`src/rtl/mips_enc_pkg.sv`:
```
// Shared definitions for the MIPS instruction encoder/loader.
//   - Opcode constants for every opcode the control unit decodes.
//   - fmt_e:   instruction format classes.
//   - state_e: loader FSM states.
//   - op_format(): opcode -> format classification.
package mips_enc_pkg;

  localparam logic [5:0] OP_RTYPE  = 6'd0;
  localparam logic [5:0] OP_REGIMM = 6'd1;
  localparam logic [5:0] OP_J      = 6'd2;
  localparam logic [5:0] OP_JAL    = 6'd3;
  localparam logic [5:0] OP_BEQ    = 6'd4;
  localparam logic [5:0] OP_BNE    = 6'd5;
  localparam logic [5:0] OP_ADDI   = 6'd8;
  localparam logic [5:0] OP_SLTI   = 6'd10;
  localparam logic [5:0] OP_ANDI   = 6'd12;
  localparam logic [5:0] OP_ORI    = 6'd13;
  localparam logic [5:0] OP_XORI   = 6'd14;
  localparam logic [5:0] OP_LB     = 6'd32;
  localparam logic [5:0] OP_LH     = 6'd33;
  localparam logic [5:0] OP_LW     = 6'd35;
  localparam logic [5:0] OP_SB     = 6'd40;
  localparam logic [5:0] OP_SH     = 6'd41;
  localparam logic [5:0] OP_SW     = 6'd43;

  typedef enum logic [1:0] {FMT_R, FMT_I, FMT_J, FMT_ILLEGAL} fmt_e;
  typedef enum logic [1:0] {IDLE, RUN, WRITE, DONE} state_e;

  function automatic fmt_e op_format(input logic [5:0] op);
    fmt_e f;
    case (op)
      OP_RTYPE:                                  f = FMT_R;
      OP_J, OP_JAL:                              f = FMT_J;
      OP_REGIMM, OP_BEQ, OP_BNE, OP_ADDI, OP_SLTI,
      OP_ANDI, OP_ORI, OP_XORI, OP_LB, OP_LH,
      OP_LW, OP_SB, OP_SH, OP_SW:                f = FMT_I;
      default:                                   f = FMT_ILLEGAL;
    endcase
    return f;
  endfunction

endpackage

```
`src/rtl/mips_instr_format.sv`:
```
// Combinational opcode classification and field packing.
// Ports:
//   opcode, rs, rt, rd, shamt, funct, imm, target : instruction fields
//   word  : packed 32-bit instruction (0 when illegal)
//   legal : opcode is one the control unit decodes
module mips_instr_format
  import mips_enc_pkg::*;
(
  input  logic [5:0]  opcode,
  input  logic [4:0]  rs,
  input  logic [4:0]  rt,
  input  logic [4:0]  rd,
  input  logic [4:0]  shamt,
  input  logic [5:0]  funct,
  input  logic [15:0] imm,
  input  logic [25:0] target,
  output logic [31:0] word,
  output logic        legal
);

  fmt_e fmt;

  always_comb begin
    fmt   = op_format(opcode);
    legal = (fmt != FMT_ILLEGAL);
    word  = '0;
    case (fmt)
      FMT_R:   word = {opcode, rs, rt, rd, shamt, funct};
      FMT_I:   word = {opcode, rs, rt, imm};
      FMT_J:   word = {opcode, target};
      default: word = '0;
    endcase
  end

endmodule

```
`src/rtl/mips_instr_encoder.sv`:
```
// Streaming instruction encoder/loader: accepts field bundles over
// valid/ready, packs them into R/I/J words and writes them to consecutive
// instruction-memory words starting at a latched base address.
// Ports:
//   clk, reset       : clock, synchronous active-high reset
//   start, base_addr : begin a program load at base_addr
//   in_*             : field bundle handshake (valid/ready/last + fields)
//   mem_we/addr/wdata: instruction-memory write port
//   count            : words written since start
//   busy, done       : FSM status (RUN/WRITE, DONE)
//   err_illegal      : sticky, unsupported opcode dropped
//   err_full         : sticky, write attempted beyond DEPTH
// Optional: define MIPS_ENC_CHECKSUM_EN to add checksum[31:0], the XOR of
// every word written since start.
module mips_instr_encoder
  import mips_enc_pkg::*;
#(
  parameter int ADDR_W = 8,
  parameter int DEPTH  = 256
) (
  input  logic              clk,
  input  logic              reset,
  input  logic              start,
  input  logic [ADDR_W-1:0] base_addr,
  input  logic              in_valid,
  output logic              in_ready,
  input  logic              in_last,
  input  logic [5:0]        in_opcode,
  input  logic [4:0]        in_rs,
  input  logic [4:0]        in_rt,
  input  logic [4:0]        in_rd,
  input  logic [4:0]        in_shamt,
  input  logic [5:0]        in_funct,
  input  logic [15:0]       in_imm,
  input  logic [25:0]       in_target,
  output logic              mem_we,
  output logic [ADDR_W-1:0] mem_addr,
  output logic [31:0]       mem_wdata,
  output logic [ADDR_W:0]   count,
  output logic              busy,
  output logic              done,
  output logic              err_illegal,
  output logic              err_full
`ifdef MIPS_ENC_CHECKSUM_EN
  ,
  output logic [31:0]       checksum
`endif
);

  localparam logic [ADDR_W:0] DEPTH_C = (ADDR_W+1)'(DEPTH);

  state_e            state;
  logic [ADDR_W-1:0] base;
  logic              last_q;
  logic [31:0]       word;
  logic              legal;
  logic              hs;

  assign hs = in_valid & in_ready;

  mips_instr_format u_fmt (
    .opcode (in_opcode),
    .rs     (in_rs),
    .rt     (in_rt),
    .rd     (in_rd),
    .shamt  (in_shamt),
    .funct  (in_funct),
    .imm    (in_imm),
    .target (in_target),
    .word   (word),
    .legal  (legal)
  );

  always_ff @(posedge clk) begin
    if (reset) begin
      state       <= IDLE;
      base        <= '0;
      last_q      <= 1'b0;
      in_ready    <= 1'b0;
      mem_we      <= 1'b0;
      mem_addr    <= '0;
      mem_wdata   <= '0;
      count       <= '0;
      busy        <= 1'b0;
      done        <= 1'b0;
      err_illegal <= 1'b0;
      err_full    <= 1'b0;
`ifdef MIPS_ENC_CHECKSUM_EN
      checksum    <= '0;
`endif
    end else begin
      mem_we <= 1'b0;
      case (state)
        IDLE, DONE: begin
          if (start) begin
            state       <= RUN;
            base        <= base_addr;
            count       <= '0;
            err_illegal <= 1'b0;
            err_full    <= 1'b0;
            in_ready    <= 1'b1;
            busy        <= 1'b1;
            done        <= 1'b0;
`ifdef MIPS_ENC_CHECKSUM_EN
            checksum    <= '0;
`endif
          end
        end
        RUN: begin
          if (hs) begin
            // Full takes priority: the word is dropped regardless of opcode.
            if (count == DEPTH_C) begin
              err_full <= 1'b1;
              state    <= DONE;
              in_ready <= 1'b0;
              busy     <= 1'b0;
              done     <= 1'b1;
            end else if (!legal) begin
              err_illegal <= 1'b1;
              if (in_last) begin
                state    <= DONE;
                in_ready <= 1'b0;
                busy     <= 1'b0;
                done     <= 1'b1;
              end
            end else begin
              // Address uses the pre-increment count; truncation gives the wrap.
              state     <= WRITE;
              in_ready  <= 1'b0;
              mem_we    <= 1'b1;
              mem_addr  <= base + count[ADDR_W-1:0];
              mem_wdata <= word;
              last_q    <= in_last;
            end
          end
        end
        WRITE: begin
          count <= count + 1'b1;
`ifdef MIPS_ENC_CHECKSUM_EN
          checksum <= checksum ^ mem_wdata;
`endif
          if (last_q) begin
            state <= DONE;
            busy  <= 1'b0;
            done  <= 1'b1;
          end else begin
            state    <= RUN;
            in_ready <= 1'b1;
          end
        end
        default: state <= IDLE;
      endcase
    end
  end

endmodule

```
`config.mk`:
```
export PLATFORM = sky130hd
export DESIGN_NAME = mips_instr_encoder
export DESIGN_NICKNAME = d
export VERILOG_FILES = /design/src/rtl/mips_enc_pkg.sv /design/src/rtl/mips_instr_format.sv /design/src/rtl/mips_instr_encoder.sv
export SDC_FILE = /design/constraint.sdc
export NUM_CORES = 1
export LEC_CHECK = 0
export ABC_AREA = 1
export CORE_MARGIN = 1
export CORE_UTILIZATION = 38
export CTS_CLUSTER_SIZE = 20
export DETAILED_ROUTE_END_ITERATION = 8
export HOLD_SLACK_MARGIN = 0.06
export PLACE_DENSITY = 0.76
export SETUP_SLACK_MARGIN = 0.05
export SYNTH_ARGS = -nofsm -noshare
export SYNTH_HDL_FRONTEND = slang
export SYNTH_SLANG_ARGS = --single-unit
```
`constraint.sdc`:
```
create_clock -name clk -period 2 [get_ports clk]
set_clock_uncertainty 0.2 [all_clocks]
set_input_delay 0.4 -clock clk [delete_from_list [all_inputs] [get_ports clk]]
set_output_delay 0.4 -clock clk [all_outputs]
set_load 0.01 [all_outputs]
```
==> reports/results.env, run 1 <==
UNREPAIRED_SETUP_ENDPOINTS_AFTER_GLOBAL_ROUTING='true'
MAPPEDNETLISTNETS=678
YS.WARNINGS.COUNT=0
CRITPATHMAXFANOUT=2
WORSTMARGINPINSLEW_PS=299
BUFFER_PORTS.INSERTED=141
ROUTED_WIRELENGTH_UM=11400
YS_FF_LATCH=66
FINALWEIGHTEDCONGESTION=0.994
R2R-END='state[1]'
SEQCELLAREA_UM2=1330
PLACED_CELL_AREA_UM2=5420
PRECTSSETUPSLACK_PS=-507
DIEHEIGHT_UM=101
TIMING_WORST_SETUP_PATH_TYPE='reg -> out'
POST_SYNTH.CELL_AREA_AVG_UM2=6.46
FINAL_CELLS=869
MAXCLOCKFREQUENCY_MHz=531
DIE_WIDTH_UM=101
GRT_FIRST_PASS_WIRELENGTH_UM=17400
CLOCK_LATENCY_PS=340
POST-ROUTE-WORST-SETUP-SLACK_PS=115
MAX_CAP_VIOLATIONS=0
RUN_STATUS='finished clean'
ROUTE.DETAILED.DRC=0
SYN_INST=579
CTS.SINKS=66
WORSTPATHARRIVAL_PS=1280
GR-USAGE-ALL-LAYERS_PCT=21.6
WORST_IR_DROP_VDD_mV=0.454
CRIT_END='mem_addr[1]'
CLK_PIN_SLEW_WORST_PATHS_PS=80
P_TOTAL_mW=3.97
INITIAL_UTILIZATION_PCT=39.9
FINAL_CLOCK_PERIOD_UTILIZATION_BY_THE_WORST_PATH_PCT=94.2
MIN_PATH_CELLS=3
TRITONCTS='done'
PLACEDCELLCOUNT=850
TIMING.CRITICAL_PATH.FROM='mem_addr[1]'
AREA_DELTA_SYNTH_FINAL_PCT=54.6
HOLD_CLASS='in -> reg'
CRITICAL_PATH.ENDPOINT_TYPE='primary output'
CORE_UM2=9370
YOSYSUNIQUECELLTYPES=34
DR.PASS1.ITERS=4
SEQ_AREA_FRAC_SYNTH_PCT=35.3
FF2FF_PATH_DEPTH=9
GLOBALROUTE.TOTALOVERFLOW=0
CTS_MAX_PATH_BUFFERS=2
ANTENNA-DIODE-COUNT=0
ROWS=35
MAPPEDNETLISTAREA_UM2=3740
FLOORPLAN.DIE_AREA_UM2=10200
CRIT_REG_REG_STARTPOINT='state[0]'
FINAL-SETUP-VIOL-COUNT=0
FINAL-MAX-SLEW-VIOLATION-COUNT=0
WORSTHOLDSTART='in_opcode[3]'
H_TREE_LVL_COUNT=3
N_FILL_CELL=835
PLACE_HPWL_UM=8240
PATH_BUF_INV=1
CP_SLOWEST_STAGE_DELAY_PS=560
MIN_PERIOD_PS=1880
CTS_BUFFERS=9
IO_PINS=142
TIMING.FINAL.HOLD_VIOLATIONS=0
ANTENNA_FOUND_INITIAL=0
MULTIINPUTGATEAREA_UM2=2060
GRT_START_MAX_NET_PINS=35
TOTALNEGATIVESETUPSLACK_PS=0
ROUTE.DETAILED.VIAS_PER_INST=4.82
ROUTE.VIAS.TOTAL=4188
P_PER_AREA_nW_PER_UM2=687
CTS.HOLD.BUFFERS_ADDED=0
TIGHTEST_SLEW_MARGIN_RELATIVE_TO_THE_LIMIT_PCT=79.9
WORST-ENDPOINT-REQUIRED_PS=1400
AVG_WL_PER_CELL_UM=13.1
CRITICAL_PATH.STARTPOINT_TYPE='register'
DESIGN_AREA_UM2=5790
HOLD-WORST-SLACK_PS=228
LEAKAGE_POWER_OF_THE_DESIGN_nW=2.71
FIRST_ITER_VIOLATIONS=175
FINALNETCOUNT=835
UTILIZATION_OF_THE_CORE_AFTER_ROUTING_PCT=61.7
GRT_PASS1_VIAS=3935
CRITICAL_PATH_CELL_COUNT=1
WORSTPATHCELLLIST='clkdlybuf4s50_1'
REG2REG_SETUP_SLACK_PS=120
WORST_PATH_DOMINANT_CELL_FAMILY='buffers and inverters'
ROUTE.ANTENNA.REMAINING_NETS=0
LAYOUT-DRIVE-GT1-SHARE_PCT=11.5
WORST_PATH_MAX_DELAY_CELL='sky130_fd_sc_hd__clkdlybuf4s50_1'
ROOT_DRIVER='sky130_fd_sc_hd__clkbuf_8'
==> synthesized netlist by cell type <==
cell type | number | area (µm²)
sky130_fd_sc_hd__buf_2 | 9 | 45.0
sky130_fd_sc_hd__o21ai_1 | 2 | 10.0
sky130_fd_sc_hd__buf_1 | 1 | 3.75
sky130_fd_sc_hd__xor2_1 | 2 | 17.5
sky130_fd_sc_hd__clkbuf_1 | 7 | 26.3
sky130_fd_sc_hd__a211oi_1 | 2 | 15.0
sky130_fd_sc_hd__o21ai_2 | 2 | 17.5
sky130_fd_sc_hd__nand3_4 | 1 | 17.5
sky130_fd_sc_hd__or2_2 | 1 | 6.26
sky130_fd_sc_hd__nor2_2 | 2 | 12.5
sky130_fd_sc_hd__nand2_4 | 1 | 11.3
sky130_fd_sc_hd__dfxtp_1 | 66 | 1320
sky130_fd_sc_hd__nor3_2 | 1 | 10.0
sky130_fd_sc_hd__nor2_4 | 1 | 11.3
sky130_fd_sc_hd__ha_1 | 11 | 138
sky130_fd_sc_hd__nand3_1 | 72 | 360
sky130_fd_sc_hd__fa_1 | 1 | 20.0
sky130_fd_sc_hd__nand2_2 | 2 | 12.5
sky130_fd_sc_hd__xnor2_1 | 3 | 26.3
sky130_fd_sc_hd__nand4_1 | 4 | 25.0
sky130_fd_sc_hd__nand3_2 | 1 | 10.0
sky130_fd_sc_hd__nor3b_1 | 1 | 7.51
sky130_fd_sc_hd__inv_2 | 4 | 15.0
sky130_fd_sc_hd__buf_6 | 6 | 67.6
sky130_fd_sc_hd__o21bai_1 | 1 | 7.51
sky130_fd_sc_hd__nor2_1 | 91 | 342
sky130_fd_sc_hd__nor3_1 | 4 | 20.0
sky130_fd_sc_hd__nor2_8 | 2 | 40.0
sky130_fd_sc_hd__o21ai_0 | 18 | 90.1
sky130_fd_sc_hd__buf_4 | 3 | 22.5
sky130_fd_sc_hd__nand2_1 | 150 | 563
sky130_fd_sc_hd__inv_1 | 72 | 270
sky130_fd_sc_hd__a21oi_1 | 33 | 165
sky130_fd_sc_hd__a21o_1 | 2 | 15.0
==> report_power, final <==
group          switching, mW  internal (mW)  leakage, nW
Clock                  0.502          0.670        0.106
Sequential            0.0677           1.43        0.538
Combinational          0.681          0.623         2.06
==> flip-flops by register name (all words and copies together), names as in the netlist, 2 cells and up <==
name       flops
mem_wdata     32
count          9
base           8
mem_addr       8
state          2
==> cells by family (layout without fill, tap and decap cells) <==
logic type	after synthesis	count (layout)	share of synthesized area, %
compound gates	60	60	8.56
xor+xnor	5	5	1.17
simple gates	334	336	38.7
flops	66	66	35.3
buf+inv	102	261	12.0
fa+ha+maj	12	12	4.21
==> cell type report <==
class                   instances  share of cell area (%)
clock buffers                  13                    2.92
clock inverters                 2                   0.605
inverters                      76                    4.93
multi-input cells             413                    35.6
flip-flops and latches         66                    23.0
well taps                     129                    2.79
repair buffers                170                    30.2
==> worst min-delay path by stage <==
stage                    endpoint  slack (ps)
floorplan                  last_q         240
global placement    mem_wdata[28]         240
detailed placement  mem_wdata[27]         240
CTS                 mem_wdata[27]         260
global route        mem_wdata[26]         250
finish              mem_wdata[29]         230
==> metal layers <==
layer  vias up  global-route usage [%]  part of all wire [%]
li1       2131                       -                     -
met1      1883                    25.5                    42
met2       144                    37.4                    49
met3        30                    4.35                   6.4
met4         0                    10.8                   3.0
met5         -                       0                     0
==> layout by cell type (no fill, tap or decap), types with 6 or more instances in the layout <==
| cell | instances |
|---|---|
| sky130_fd_sc_hd__nand2_1 | 145 |
| sky130_fd_sc_hd__clkdlybuf4s50_1 | 131 |
| sky130_fd_sc_hd__nor2_1 | 90 |
| sky130_fd_sc_hd__nand3_1 | 71 |
| sky130_fd_sc_hd__inv_1 | 70 |
| sky130_fd_sc_hd__dfxtp_1 | 59 |
| sky130_fd_sc_hd__a21oi_1 | 30 |
| sky130_fd_sc_hd__buf_4 | 19 |
| sky130_fd_sc_hd__o21ai_0 | 16 |
| sky130_fd_sc_hd__clkbuf_8 | 12 |
| sky130_fd_sc_hd__ha_1 | 9 |
| sky130_fd_sc_hd__dfxtp_2 | 7 |
| sky130_fd_sc_hd__inv_2 | 6 |
| sky130_fd_sc_hd__nand2_2 | 6 |
| sky130_fd_sc_hd__buf_12 | 6 |
==> what timing repair did <==
item                       4_1_cts  5_1_grt
setup endpoints to repair       13       50
pin swaps                        2        6
cloned                           1        2
resized for setup               16       27
setup buffers                    0        1
No activity file was read; power rests on OpenSTA's default activity.
==> run 2, diff against run 1 <==
Clock period 2 ns to 2.4 ns, I/O delays scaled along.
==> run 2 against run 1 <==
  * First-iteration DRC count decreased by 8.6%
  * Die area unchanged
  * Clock power decreased by 16%
  * Sequential power decreased by 17%
  * Non-clock buffer count decreased by 9
  * Combinational power decreased by 25%
  * Cell count decreased by 1.3%
  * Worst setup slack improved by 110 ps
  * Power decreased by 19%
  * Largest cell class unchanged
==> reports/results.env, run 2 (synthesized netlist as in run 1, its figures left out) <==
RUN_STATUS='finished clean'
FINAL_CLOCK_PERIOD_UTILIZATION_BY_THE_WORST_PATH_PCT=90.7
BUFFER_PORTS.INSERTED=141  # unchanged
MIN_PERIOD_PS=2180
HOLD_CLASS='reg -> reg'
ANTENNA_FOUND_INITIAL=0  # unchanged
ROWS=35  # unchanged
WORSTPATHCELLLIST='clkdlybuf4s50_1 > nor2_2 > nand3_1 > nor2_2 > buf_4 > a21oi_2 > nand2_1 > nand2_1 > nor2_1 > nor2_1'
WORST-ENDPOINT-REQUIRED_PS=2430  # +1030 ps
CP_SLOWEST_STAGE_DELAY_PS=510  # -50 ps
CTS_MAX_PATH_BUFFERS=2  # unchanged
FINALWEIGHTEDCONGESTION=0.930  # -6.4%
CTS_BUFFERS=9  # unchanged
TIMING_WORST_SETUP_PATH_TYPE='in -> reg'
DIE_WIDTH_UM=101  # unchanged
GLOBALROUTE.TOTALOVERFLOW=0  # unchanged
MIN_PATH_CELLS=2  # -1
TRITONCTS='done'
TIMING.FINAL.HOLD_VIOLATIONS=0  # unchanged
MAXCLOCKFREQUENCY_MHz=460
ANTENNA-DIODE-COUNT=0  # unchanged
REGISTER_NAME_WITH_THE_MOST_FLOPS='mem_wdata'
CTS.SINKS=66  # unchanged
CRIT_REG_REG_STARTPOINT='count[1]'
LAYOUT-DRIVE-GT1-SHARE_PCT=7.27  # -4.2 points
MOSTFREQUENTLAYOUTCELLS='sky130_fd_sc_hd__nand2_1, sky130_fd_sc_hd__clkdlybuf4s50_1, sky130_fd_sc_hd__nor2_1'
REG2REG_SETUP_SLACK_PS=330  # +210 ps
UNREPAIRED_SETUP_ENDPOINTS_AFTER_GLOBAL_ROUTING='false'
LEAKAGE_POWER_OF_THE_DESIGN_nW=2.53  # -6.3%
FLOORPLAN.DIE_AREA_UM2=10200  # unchanged
PATH_BUF_INV=2  # +1
GRT_START_MAX_NET_PINS=35  # unchanged
N_FILL_CELL=890  # +6.6%
TOTALNEGATIVESETUPSLACK_PS=0  # unchanged
WORST_PATH_MAX_DELAY_CELL='sky130_fd_sc_hd__clkdlybuf4s50_1'
CORE_UM2=9370  # unchanged
CTS.HOLD.BUFFERS_ADDED=0  # unchanged
WORSTHOLDSTART='mem_addr[4]'
GR-USAGE-ALL-LAYERS_PCT=21.7  # +0.048 points
CRITICAL_PATH.STARTPOINT_TYPE='input port'
WORSTPATHARRIVAL_PS=2210  # +930 ps
ROOT_DRIVER='sky130_fd_sc_hd__clkbuf_8'
IO_PINS=142  # unchanged
FF2FF_PATH_DEPTH=10  # +1
MAX_CAP_VIOLATIONS=0  # unchanged
WORST_PATH_DOMINANT_CELL_FAMILY='simple AND/OR/NAND/NOR gates'
DIEHEIGHT_UM=101  # unchanged
PLACE_HPWL_UM=8420  # +2.2%
INITIAL_UTILIZATION_PCT=39.9  # unchanged
ROUTE.DETAILED.DRC=0  # unchanged
CLK_PIN_SLEW_WORST_PATHS_PS=70  # about the same
GRT_FIRST_PASS_WIRELENGTH_UM=17500  # +0.60%
CRITICAL_PATH.ENDPOINT_TYPE='register'
H_TREE_LVL_COUNT=3  # unchanged
FINAL_CELLS=858  # -1.3%
AVG_WL_PER_CELL_UM=12.9  # -1.2%
ROUTE.ANTENNA.REMAINING_NETS=0  # unchanged
R2R-END='mem_wdata[10]'
FINAL-MAX-SLEW-VIOLATION-COUNT=0  # unchanged
FINALNETCOUNT=824  # -1.3%
HOLDPATHEND='mem_addr[4]'
ROUTED_WIRELENGTH_UM=11100  # -2.4%
TIGHTEST_SLEW_MARGIN_RELATIVE_TO_THE_LIMIT_PCT=67.9  # -12 points
LAYOUT_TOP_REGISTERS='mem_wdata x32, count x9'
CTS_POST_SETUP_BUFFERS_INSERTED=0  # unchanged
GRT_PASS1_VIAS=3826  # -2.8%
ROUTE.VIAS.TOTAL=4094  # -2.2%
PLACEDCELLCOUNT=843  # -0.82%
WORST_IR_DROP_VDD_mV=0.327  # -28%
DESIGN_AREA_UM2=5550  # -4.2%
CLOCK_LATENCY_PS=340  # about the same
ROUTE.DETAILED.VIAS_PER_INST=4.77  # -0.99%
FINAL-SETUP-VIOL-COUNT=0  # unchanged
P_PER_AREA_nW_PER_UM2=577  # -16%
HOLD-WORST-SLACK_PS=253  # +24.7 ps
CRITPATHMAXFANOUT=16  # +14
NUMBER_OF_FLIP_FLOPS_UNDER_THE_LARGEST_REGISTER_NAME=32  # unchanged
P_TOTAL_mW=3.20  # -19%
PLACED_CELL_AREA_UM2=5340  # -1.4%
LAYOUT_COMMONEST_CELL='sky130_fd_sc_hd__nand2_1'
FIRST_ITER_VIOLATIONS=160  # -8.6%
AREA_DELTA_SYNTH_FINAL_PCT=48.2
WORSTMARGINPINSLEW_PS=482  # +183 ps
DR.PASS1.ITERS=5  # +1
## run 2: worst min-delay path, cell delays in order (launching register included)
cell and delay (ps):
sky130_fd_sc_hd__dfxtp_1 320, sky130_fd_sc_hd__inv_1 50, sky130_fd_sc_hd__a21oi_1 50
## run 2: worst max path at each step
stage,startpoint,endpoint,slack (ps),cells past startpoint
floorplan,count[0],mem_addr[4],550,9
global placement,in_opcode[5],state[0],-30,11
detailed placement,in_opcode[5],state[0],-120,11
CTS,in_opcode[5],state[0],210,11
global route,in_opcode[5],state[0],150,10
finish,in_opcode[5],state[0],220,10
## run 2: report_power, final
part,leakage [nW],switching [mW],total [mW],internal [mW]
Combinational,1.89,0.521,0.975,0.454
Sequential,0.535,0.0522,1.24,1.19
Clock,0.106,0.425,0.984,0.559
## run 2: area by class of cell
class                   count  area (µm²)  area share [%]
clock buffers              13         169            3.05
multi-input cells         411        1970            35.6
flip-flops and latches     66        1320            23.8
clock inverters             2        35.0           0.632
repair buffers            161        1600            28.8
inverters                  76         285            5.14
well taps                 129         161            2.91
## run 2: what timing repair did
item	4_1_cts	5_1_grt
resized for setup	0	1
endpoints found under the setup margin	0	1
hold endpoints to repair	0	0
## run 2: metrics by stage
stage               utilization, %  worst slack (ps)
finish                        59.2               224
global route                  59.2               150
CTS                           59.1               211
detailed placement            57.0              -123
global placement              57.0             -33.8
floorplan                        -               549
## run 2: per-layer routing
metal / global-route usage, % / vias up / routed length, µm
met5: 0 / - / 0
met2: 38.5 / 134 / 5500
li1: - / 2100 / -
met4: 8.70 / 0 / 133
met1: 25.8 / 1848 / 4740
met3: 4.00 / 12 / 705
==> run 3, diff against run 2 <==
Settings changed: SYNTH_HIERARCHICAL set to 1.
Clock period 2.4 ns to 2.55 ns, I/O delays scaled along.
==> run 3 against run 2 <==
  * Cell area shrank 2.8%
  * Power shrank 14%
  * Critical path depth grew 4
  * Cell count shrank 6.1%
==> reports/results.env, run 3 <==
AVG_WL_PER_CELL_UM=13.6  # +5.3%
POST_SYNTH_MAIN_AREA_CONTRIBUTORS='sky130_fd_sc_hd__dfxtp_1, sky130_fd_sc_hd__nand2_1, sky130_fd_sc_hd__a21oi_1, sky130_fd_sc_hd__nand3_1, sky130_fd_sc_hd__nand4_1'
WORSTHOLDSTART='mem_wdata[12]'
POST-ROUTE-WORST-SETUP-SLACK_PS=253  # +29.4 ps
WORSTPATHCELLLIST='clkdlybuf4s50_1 > nand2_1 > nand2_1 > nand2_1 > nand3_4 > inv_2 > nor2_1 > inv_1 > inv_1 > nand4_1 > nand2_1 > nand2_1 > nand2_1 > nor2_1'
ROUTE.DETAILED.VIAS_PER_INST=5.15  # +7.9%
LEAKAGE_POWER_OF_THE_DESIGN_nW=2.12  # -16%
SYNTH_MOST_COMMON_CELL='sky130_fd_sc_hd__nand2_1'
POST_SYNTH.CELL_AREA_AVG_UM2=6.85  # +6.0%
ROOT_DRIVER='sky130_fd_sc_hd__clkbuf_8'
CLK_PIN_SLEW_WORST_PATHS_PS=60  # about the same
GR-USAGE-ALL-LAYERS_PCT=22.0  # +0.35 points
GRT_PASS1_VIAS=3949  # +3.2%
MOSTFREQUENTLAYOUTCELLS='sky130_fd_sc_hd__nand2_1, sky130_fd_sc_hd__clkdlybuf4s50_1, sky130_fd_sc_hd__dfxtp_1'
FINALNETCOUNT=772  # -6.3%
GLOBALROUTE.TOTALOVERFLOW=0  # unchanged
INITIAL_UTILIZATION_PCT=39.5  # -0.39 points
SYNTH_FLOP_CELL='sky130_fd_sc_hd__dfxtp_1'
MAPPEDNETLISTNETS=635  # -6.3%
FF2FF_PATH_DEPTH=9  # -1
FINAL-SETUP-VIOL-COUNT=0  # unchanged
CTS-RESIZED-GATES=0  # unchanged
MAPPEDNETLISTAREA_UM2=3670  # -1.9%
CTS.HOLD.BUFFERS_ADDED=0  # unchanged
CTS.SINKS=66  # unchanged
CLOCK_LATENCY_PS=330  # about the same
WORST_PATH_MAX_DELAY_CELL='sky130_fd_sc_hd__clkdlybuf4s50_1'
YS_FF_LATCH=66  # unchanged
TIMING.FINAL.HOLD_VIOLATIONS=0  # unchanged
REGISTER_NAME_WITH_THE_MOST_FLOPS='mem_wdata'
TIMING.CRITICAL_PATH.MODE_CELL='sky130_fd_sc_hd__nand2_1'
ROUTE.ANTENNA.REMAINING_NETS=0  # unchanged
ASYNCSETRESETFLOPFRACSYNTH_PCT=0  # unchanged
N_FILL_CELL=876  # -1.6%
HOLD_CLASS='reg -> reg'
GRT_START_MAX_NET_PINS=43  # +23%
GRT_FIRST_PASS_WIRELENGTH_UM=17800  # +1.8%
H_TREE_LVL_COUNT=3  # unchanged
P_TOTAL_mW=2.76  # -14%
PRECTSSETUPSLACK_PS=-41.5  # +81.3 ps
WORST_IR_DROP_VDD_mV=0.209  # -36%
FIRST_ITER_VIOLATIONS=130  # -19%
ROWS=35  # unchanged
LAYOUT_COMMONEST_CELL='sky130_fd_sc_hd__nand2_1'
WORSTPATHARRIVAL_PS=2320  # +110 ps
FINAL-MAX-SLEW-VIOLATION-COUNT=0  # unchanged
ANTENNA_FOUND_INITIAL=0  # unchanged
ROUTE.DETAILED.DRC=0  # unchanged
UNREPAIRED_SETUP_ENDPOINTS_AFTER_GLOBAL_ROUTING='false'
RUN_STATUS='finished clean'
UTILIZATION_OF_THE_CORE_AFTER_ROUTING_PCT=58.1  # -1.1 points
CP_SLOWEST_STAGE_DELAY_PS=510  # about the same
AREA_DELTA_SYNTH_FINAL_PCT=46.9
HOLDPATHEND='mem_wdata[12]'
WORSTMARGINPINSLEW_PS=516  # +33.4 ps
MIN_PATH_CELLS=2  # unchanged
CRITICAL_PATH.ENDPOINT_TYPE='register'
MULTIINPUTGATEAREA_UM2=2010  # +1.9%
BUFFER_PORTS.INSERTED=141  # unchanged
DIEHEIGHT_UM=100  # -0.94%
CORE_UM2=9280  # -0.93%
YOSYSUNIQUECELLTYPES=37  # +8.8%
SYNTH_TOP_AREA_CELL='sky130_fd_sc_hd__dfxtp_1'
CRIT_REG_REG_STARTPOINT='state[1]'
DR.PASS1.ITERS=5  # unchanged
YS.WARNINGS.COUNT=6  # +6
FLOORPLAN.DIE_AREA_UM2=10100  # -1.9%
SYNTH_EDF_COUNT=0  # unchanged
IO_PINS=142  # unchanged
CTS_MAX_PATH_BUFFERS=2  # unchanged
MAXCLOCKFREQUENCY_MHz=435
CTS_BUFFERS=9  # unchanged
MAX_CAP_VIOLATIONS=0  # unchanged
P_PER_AREA_nW_PER_UM2=512  # -11%
POST-SYNTH-TOP-AREA-FRACTION_PCT=36.0  # +0.69 points
TIGHTEST_SLEW_MARGIN_RELATIVE_TO_THE_LIMIT_PCT=65.6  # -2.2 points
PLACE_HPWL_UM=8120  # -3.5%
SYNTH_TOP_CELLS_BY_COUNT='sky130_fd_sc_hd__nand2_1, sky130_fd_sc_hd__dfxtp_1, sky130_fd_sc_hd__a21oi_1'
R2R-END='mem_wdata[24]'
FINAL_CLOCK_PERIOD_UTILIZATION_BY_THE_WORST_PATH_PCT=90.1
TIMING_WORST_SETUP_PATH_TYPE='in -> reg'
CRITPATHMAXFANOUT=4  # -12
SYN_INST=536  # -7.4%
PATH_BUF_INV=4  # +2
LAYOUT-DRIVE-GT1-SHARE_PCT=8.12  # +0.85 points
ANTENNA-DIODE-COUNT=0  # unchanged
CTS_POST_SETUP_BUFFERS_INSERTED=0  # unchanged
LAYOUT_TOP_REGISTERS='mem_wdata x32, count x9'
DIE_WIDTH_UM=100  # -0.94%
ROUTE.VIAS.TOTAL=4151  # +1.4%
ROUTED_WIRELENGTH_UM=11000  # -1.1%
SEQCELLAREA_UM2=1320  # unchanged
WORST_PATH_DOMINANT_CELL_FAMILY='simple AND/OR/NAND/NOR gates'
TRITONCTS='done'
CRITICAL_PATH.STARTPOINT_TYPE='input port'
NUMBER_OF_FLIP_FLOPS_UNDER_THE_LARGEST_REGISTER_NAME=32  # unchanged
FINALWEIGHTEDCONGESTION=0.897  # -3.6%
SEQ_AREA_FRAC_SYNTH_PCT=36.0  # +0.69 points
WORST-ENDPOINT-REQUIRED_PS=2570  # +140 ps
MIN_PERIOD_PS=2300
REG2REG_SETUP_SLACK_PS=440  # +110 ps
run 3: where the power goes:
group	total (mW)	switching (mW)	internal [mW]	leakage, nW
Sequential	1.14	0.0443	1.10	0.534
Combinational	0.784	0.429	0.355	1.49
Clock	0.832	0.381	0.451	0.101
run 3: per-layer routing:
metal | track usage, % | share of wire [%] | vias to the layer above | wire length, µm
met4 | 7.25 | 1.6 | 0 | 178
li1 | - | - | 2069 | -
met5 | 0 | 0 | - | 0
met3 | 6.34 | 8.6 | 17 | 946
met2 | 37.8 | 48 | 185 | 5240
met1 | 26.3 | 42 | 1880 | 4590
run 3: stage by stage:
stage / area (µm²) / TNS [ps] / instances / hold slack [ps]
2_1_floorplan: 3670 / 0 / 536 / 245
3_3_place_gp: 5200 / 0 / 791 / 251
3_5_place_dp: 5200 / -95.3 / 791 / 255
4_1_cts: 5390 / 0 / 806 / 265
5_1_grt: 5390 / 0 / 806 / 290
6_report: 5390 / 0 / 806 / 264
run 3: kinds of logic (layout without fill, tap and decap cells):
| group | Yosys count | after routing | share of synthesized area, % |
|---|---|---|---|
| buffers and inverters | 71 | 212 | 9.20 |
| other | 1 | 1 | 0.102 |
| flip-flops | 66 | 66 | 36.0 |
| AO/OA/AOI/OAI | 87 | 87 | 12.4 |
| AND/OR/NAND/NOR | 295 | 295 | 37.0 |
| XOR/XNOR | 4 | 4 | 0.955 |
| adder cells (fa/ha/maj) | 12 | 12 | 4.29 |
run 3: final cells by class:
type	instances	share of cell area, %
Multi-Input combinational cell	399	37.3
Timing Repair Buffer	158	28.9
Sequential cell	66	24.5
Clock buffer	13	3.32
Tap cell	129	2.99
Inverter	39	2.76
Clock inverter	2	0.186
run 3: tightest hold or removal path, delay by kind of cell (launching register included):
family	cells	cell delay (ps)
and+or+nand+nor	1	60
AOI/OAI and AO/OA	1	50
DFF	1	310
run 3: how the worst max path moves through the flow:
stage	start	to	slack, ps	cells past startpoint
CTS	in_opcode[1]	state[0]	290	14
floorplan	in_opcode[0]	state[0]	560	14
global placement	in_opcode[5]	mem_wdata[2]	30	9
global route	in_opcode[3]	state[0]	80	13
finish	in_opcode[1]	state[0]	250	14
detailed placement	in_opcode[1]	state[0]	-40	14
